File: config.mk
export PLATFORM = sky130hd
export DESIGN_NAME = canvas_writer_flat
export DESIGN_NICKNAME = d
export VERILOG_FILES = /design/src/rtl/canvas_writer_if.sv /design/src/rtl/canvas_writer.sv /design/src/flat_wrapper.sv
export SDC_FILE = /design/constraint.sdc
export NUM_CORES = 1
export LEC_CHECK = 0
export ABC_AREA = 1
export CORE_MARGIN = 2
export CORE_UTILIZATION = 30
export DETAILED_ROUTE_END_ITERATION = 7
export DONT_BUFFER_PORTS = 1
export SLEW_MARGIN = 20
export SYNTH_ARGS = -nofsm -noshare
export SYNTH_HDL_FRONTEND = slang
export SYNTH_SLANG_ARGS = --single-unit
File: constraint.sdc
create_clock -name clk -period 23 [get_ports clk]
set_input_delay 4.6 -clock clk [delete_from_list [all_inputs] [get_ports clk]]
set_output_delay 4.6 -clock clk [all_outputs]
set_load 0.02 [all_outputs]
File: src/rtl/canvas_writer_if.sv
// Stream bus from the canvas writer to the downstream encoder.
interface canvas_writer_if;
  logic signed [9:0] s_data;
  logic              s_valid;
  logic              s_ready;
  logic              s_last;

  modport master (output s_data, output s_valid, output s_last, input s_ready);
  modport slave  (input s_data, input s_valid, input s_last, output s_ready);
endinterface

File: src/rtl/canvas_writer.sv
// Drawing canvas: pen painting, bulk clear, read-only display port and
// a valid/ready stream of all cells to an encoder.
module canvas_writer #(
  parameter int unsigned       GRID    = 14,
  parameter int unsigned       CELL_PX = 20,
  parameter int unsigned       ORG_X   = 180,
  parameter int unsigned       ORG_Y   = 100,
  parameter logic signed [9:0] PEN_VAL = 10'sd15
) (
  input  logic              clk,
  input  logic              rst,
  input  logic [9:0]        cur_x,
  input  logic [9:0]        cur_y,
  input  logic              pen_dn,
  input  logic              erase,
  input  logic              clr,
  input  logic              start,
  input  logic [7:0]        rd_addr,
  output logic signed [9:0] rd_data,
  canvas_writer_if.master   s_if,
  output logic              busy,
  output logic              done
);

  localparam int unsigned DW    = 10;
  localparam int unsigned AW    = 8;
  localparam int unsigned CELLS = GRID * GRID;
  localparam int unsigned SPAN  = GRID * CELL_PX;
  localparam logic [AW-1:0] LAST_IDX = AW'(CELLS - 1);

  localparam logic [1:0] S_IDLE   = 2'd0;
  localparam logic [1:0] S_CLEAR  = 2'd1;
  localparam logic [1:0] S_STREAM = 2'd2;

  logic [1:0]           state_q, state_d;
  logic [AW-1:0]        idx_q, idx_d;
  logic                 done_q, done_d;
  logic signed [DW-1:0] rd_data_q, rd_data_d;
  logic signed [DW-1:0] mem_q [CELLS];
  logic signed [DW-1:0] mem_d [CELLS];

  logic                 in_canvas;
  logic [DW-1:0]        dx, dy, col, row;
  logic [AW-1:0]        pen_idx;
  logic                 wr_en;
  logic [AW-1:0]        wr_addr;
  logic signed [DW-1:0] wr_data;

  // Cursor hit test and cell index under the cursor (strict bounds).
  always_comb begin
    in_canvas = (cur_x > DW'(ORG_X)) && (cur_x < DW'(ORG_X + SPAN)) &&
                (cur_y > DW'(ORG_Y)) && (cur_y < DW'(ORG_Y + SPAN));
    dx      = cur_x - DW'(ORG_X);
    dy      = cur_y - DW'(ORG_Y);
    col     = dx / DW'(CELL_PX);
    row     = dy / DW'(CELL_PX);
    pen_idx = AW'(col + DW'(GRID) * row);
  end

  // Next state, cell index, write port and done pulse.
  always_comb begin
    state_d = state_q;
    idx_d   = idx_q;
    done_d  = 1'b0;
    wr_en   = 1'b0;
    wr_addr = '0;
    wr_data = '0;
    case (state_q)
      S_IDLE: begin
        if (pen_dn && in_canvas) begin
          wr_en   = 1'b1;
          wr_addr = pen_idx;
          wr_data = erase ? '0 : PEN_VAL;
        end
        if (clr) begin
          state_d = S_CLEAR;
          idx_d   = '0;
        end else if (start) begin
          state_d = S_STREAM;
          idx_d   = '0;
        end
      end
      S_CLEAR: begin
        wr_en   = 1'b1;
        wr_addr = idx_q;
        if (idx_q == LAST_IDX) begin
          state_d = S_IDLE;
          done_d  = 1'b1;
        end else begin
          idx_d = idx_q + AW'(1);
        end
      end
      S_STREAM: begin
        if (s_if.s_ready) begin
          if (idx_q == LAST_IDX) begin
            state_d = S_IDLE;
            done_d  = 1'b1;
          end else begin
            idx_d = idx_q + AW'(1);
          end
        end
      end
      default: state_d = S_IDLE;
    endcase
  end

  // Cell array update and registered display read (old value on collision).
  always_comb begin
    mem_d = mem_q;
    if (wr_en) mem_d[wr_addr] = wr_data;
    rd_data_d = (rd_addr < AW'(CELLS)) ? mem_q[rd_addr] : '0;
  end

  // State and storage registers; reset zeroes every cell in one cycle.
  always_ff @(posedge clk) begin
    if (rst) begin
      state_q   <= S_IDLE;
      idx_q     <= '0;
      done_q    <= 1'b0;
      rd_data_q <= '0;
      for (int i = 0; i < int'(CELLS); i++) mem_q[i] <= '0;
    end else begin
      state_q   <= state_d;
      idx_q     <= idx_d;
      done_q    <= done_d;
      rd_data_q <= rd_data_d;
      mem_q     <= mem_d;
    end
  end

  assign rd_data     = rd_data_q;
  assign done        = done_q;
  assign busy        = (state_q != S_IDLE);
  assign s_if.s_valid = (state_q == S_STREAM);
  assign s_if.s_data  = (state_q == S_STREAM) ? mem_q[idx_q] : '0;
  assign s_if.s_last  = (state_q == S_STREAM) && (idx_q == LAST_IDX);

endmodule

File: src/flat_wrapper.sv
// flat-port wrapper written by rule: the top's interface ports become plain ports
module canvas_writer_flat 
#(
  parameter int unsigned       GRID    = 14,
  parameter int unsigned       CELL_PX = 20,
  parameter int unsigned       ORG_X   = 180,
  parameter int unsigned       ORG_Y   = 100,
  parameter logic signed [9:0] PEN_VAL = 10'sd15
)
  (clk, rst, cur_x, cur_y, pen_dn, erase, clr, start, rd_addr, rd_data, busy, done, s_if_s_data, s_if_s_valid, s_if_s_last, s_if_s_ready);
  canvas_writer_if s_if_i ();
  input  logic clk;
  input  logic rst;
  input  logic [9:0] cur_x;
  input  logic [9:0] cur_y;
  input  logic pen_dn;
  input  logic erase;
  input  logic clr;
  input  logic start;
  input  logic [7:0] rd_addr;
  output logic signed [9:0] rd_data;
  output logic busy;
  output logic done;
  output wire logic [$bits(s_if_i.s_data)-1:0] s_if_s_data;
  output wire logic [$bits(s_if_i.s_valid)-1:0] s_if_s_valid;
  output wire logic [$bits(s_if_i.s_last)-1:0] s_if_s_last;
  input wire logic [$bits(s_if_i.s_ready)-1:0] s_if_s_ready;
  assign s_if_s_data = s_if_i.s_data;
  assign s_if_s_valid = s_if_i.s_valid;
  assign s_if_s_last = s_if_i.s_last;
  assign s_if_i.s_ready = s_if_s_ready;
  canvas_writer #(.GRID(GRID), .CELL_PX(CELL_PX), .ORG_X(ORG_X), .ORG_Y(ORG_Y), .PEN_VAL(PEN_VAL)) u_core (.clk(clk), .rst(rst), .cur_x(cur_x), .cur_y(cur_y), .pen_dn(pen_dn), .erase(erase), .clr(clr), .start(start), .rd_addr(rd_addr), .rd_data(rd_data), .s_if(s_if_i), .busy(busy), .done(done));
endmodule
==> results.ini <==
[logic_synthesis]
synth-edff-count = 0
netlist.area_leader.share_pct = 27.55
async_reset_ff_share_pct = 0
synthAdderAreaFrac_pct = 2.699
postSynthCellCount = 2475
synth_area_um2 = 15110
synth.distinct_cells = 53
ys_ff_latch = 208
synth_compound_area_share_pct = 19.88
postSynthAreaPerCell_um2 = 6.107
yosys-top-cells-area = dfxtp_1 (28%), nand2_1 (11%), nor2_1 (10%)
synth_top_family_by_area = simple AND/OR/NAND/NOR gates
yosys_warnings = 0
synthSimpleGateAreaFrac_pct = 37.29
ys_seq_area_share_pct = 27.55
synth_ff_type = dfxtp_1
synth-xor-area-share_pct = 1.035
synthMuxAreaShare_pct = 0
yosysTopAreaCell = dfxtp_1

[timing]
min_period_over_period_pct = 50.27
rsz0062_at_grt = no
drv_slew = 0
setup_tns_ns = 0
slew_headroom_pct = 21.79
fmax_mhz = 86.50
worst_slack_ns = 11.44
hold_viol_final = 0
skew_ns = 0.02095
tightest_slew_ns = 1.173
fin_crit_ns = 11.56
setup_viol = 0

[worst_setup_path]
crit-reg2reg-capture = u_core.mem_q[843]
critPathTopFamily = simple AND/OR/NAND/NOR gates
crit_type = input pin to flip-flop
cp-end-kind = flip-flop
slowest_stage = nor2_2
r2r-start = u_core.idx_q[0]
crit_buf_inv = 7
reg2regPathDepth = 9
cp_max_fo = 24
crit_path_frequent_cell = nand2_1
required_ns = 23.50
reg2reg_slack_ns = 18.92
cpPeakStageDelay_ns = 0.81
start_kind = input pin
arrival_ns = 12.06

[place]
dpl_worst_slack_ns = 10.97
dpl_cell_area_um2 = 15310
dpl.cell_count = 2987
hpwl_mm = 31.41
io_buffer_count = 0
gp_congestion = 0.8840

[route]
vias = 16330
drt_first_pass_iters = 7
ant_nets = 0
wl_per_cell_um = 17.86
vias_per_cell = 5.381
drt-initial-drc-count = 1841
wl_mm = 54.20
drc = 0

[power_and_ir_drop]
leakagePower_uw = 0.007058
vdd_ir_drop_max_uv = 73.70
power.density_nw_per_um2 = 95.12

[grt]
grt_max_degree = 168
grt_pass1_wl_mm = 85.42
grt_pass1_vias = 15330
grt_util_all_layers_pct = 20.03
antenna_found_initial = 0
grt-ovfl-total = 0

[cts]
cts_buffer_depth = 3
cts_hold_buf = 0
htree_levels = 1
post_cts_resized = 0
clkTransAtPathRegs_ns = 0.06
cts_sinks = 208
clock_latency_ns = 0.56
numCtsBuffers = 26
cts_tree = done
post_cts_buffers = 0
cts-root-buf = clkbuf_16

[job]
maxCapViolCount = 0

[die]
die_x_um = 228.5
initial_core_util_pct = 30.25
design.core.area_um2 = 49970
die_h_um = 228.5
num_rows = 82
io_pins = 59
dieArea_um2 = 52190

[final_layout]
stdcell_count = 3035
area_delta_synth_final_pct = 7.169
diodes = 0
final_common_cell = nand2_1
fillers = 5432
fin_area_um2 = 16200
final_nets = 2407
mostFrequentLayoutCells = nand2_1 (462), nor2_1 (416), o21ai_0 (263), a21oi_1 (220), dfxtp_1 (206)
drive_gt1_share_pct = 7.448

[worst_hold_path]
whs_path_depth = 2
worst_hold_path_type = flip-flop to flip-flop
min_to = u_core.mem_q[753]
hold_start = u_core.mem_q[753]

[status]
run_status = completed

worst register-to-register path: stages, from the launching register on:
cell	delay, ns
dfxtp_4	0.69
buf_4	0.52
buf_4	0.56
nand2_1	0.35
nand2_4	0.53
buf_4	0.76
nand4_1	0.27
nand2_1	0.13
nand2_1	0.06
nor2_1	0.14
stage by stage:
step | total power, µW | util (%) | hold slack [ns]
after floorplan | 933.5 | - | 0.4629
after global placement | 1088 | 30.64 | 0.4736
after detailed placement | 1104 | 30.64 | 0.4830
after CTS | 1537 | 32.42 | 0.4976
after global routing | 1649 | 32.42 | 0.5201
final | 1541 | 32.42 | 0.4972
worst max path at each step:
| stage | startpoint | end | cells past startpoint |
|---|---|---|---|
| floorplan | cur_y[3] | u_core.mem_q[1023] | 46 |
| global placement | cur_y[3] | u_core.mem_q[343] | 48 |
| detailed placement | cur_y[3] | u_core.mem_q[243] | 48 |
| CTS | cur_y[3] | u_core.mem_q[323] | 48 |
| global route | cur_y[3] | u_core.mem_q[283] | 49 |
| finish | cur_y[3] | u_core.mem_q[303] | 48 |
power by group:
part           switching [µW]  leakage, µW  internal [µW]
Sequential               19.5      0.00168            368
Clock                     173     0.000433            258
Combinational             489      0.00495            233
Total                     682      0.00706            859
state kept, by name, indices dropped and copies added (netlist names):
register / count
u_core.mem_q: 196
u_core.done: 1
u_core.state_q: 2
u_core.rd_data: 1
u_core.idx_q: 8
per-layer routing:
layer | GRT usage, % | wire length (µm)
met5 | 0 | 0
met1 | 25.47 | 22760
met3 | 3.381 | 4519
met4 | 7.945 | 2206
met2 | 33.66 | 24710
Yosys cell counts, types with 10 or more instances:
cell type and count:
nand2_2 17, ha_1 23, o211ai_1 31, nand3_1 197, a21oi_1 220, dfxtp_1 208
buf_2 13, nor2_1 422, nand2_1 462, inv_1 184, nand4_2 21, nor2_4 10
buf_4 37, inv_2 14, nor3_1 12, buf_1 25, o22ai_1 12, nand4_1 87
o21ai_0 263, xor2_1 10, clkbuf_1 122
area by class of cell:
cell class | count | area (µm²) | share of cell area [%]
clock buffer | 37 | 742.0 | 4.581
tap | 672 | 840.8 | 5.191
multi-input combinational | 1875 | 9289 | 57.35
sequential | 208 | 4172 | 25.75
clock inverter | 11 | 147.6 | 0.9115
timing repair buffer | 33 | 255.2 | 1.576
inverter | 199 | 752.0 | 4.642
kinds of logic (layout without fill, tap and decap cells):
group / Yosys count / after routing
DFF: 208 / 208
AOI/OAI and AO/OA: 561 / 561
buffers and inverters: 403 / 280
other: 1 / 12
and+or+nand+nor: 1256 / 1256
adders and majority gates: 29 / 29
xor gates and xnor gates: 17 / 17
Power figures use the tool's default switching activity.
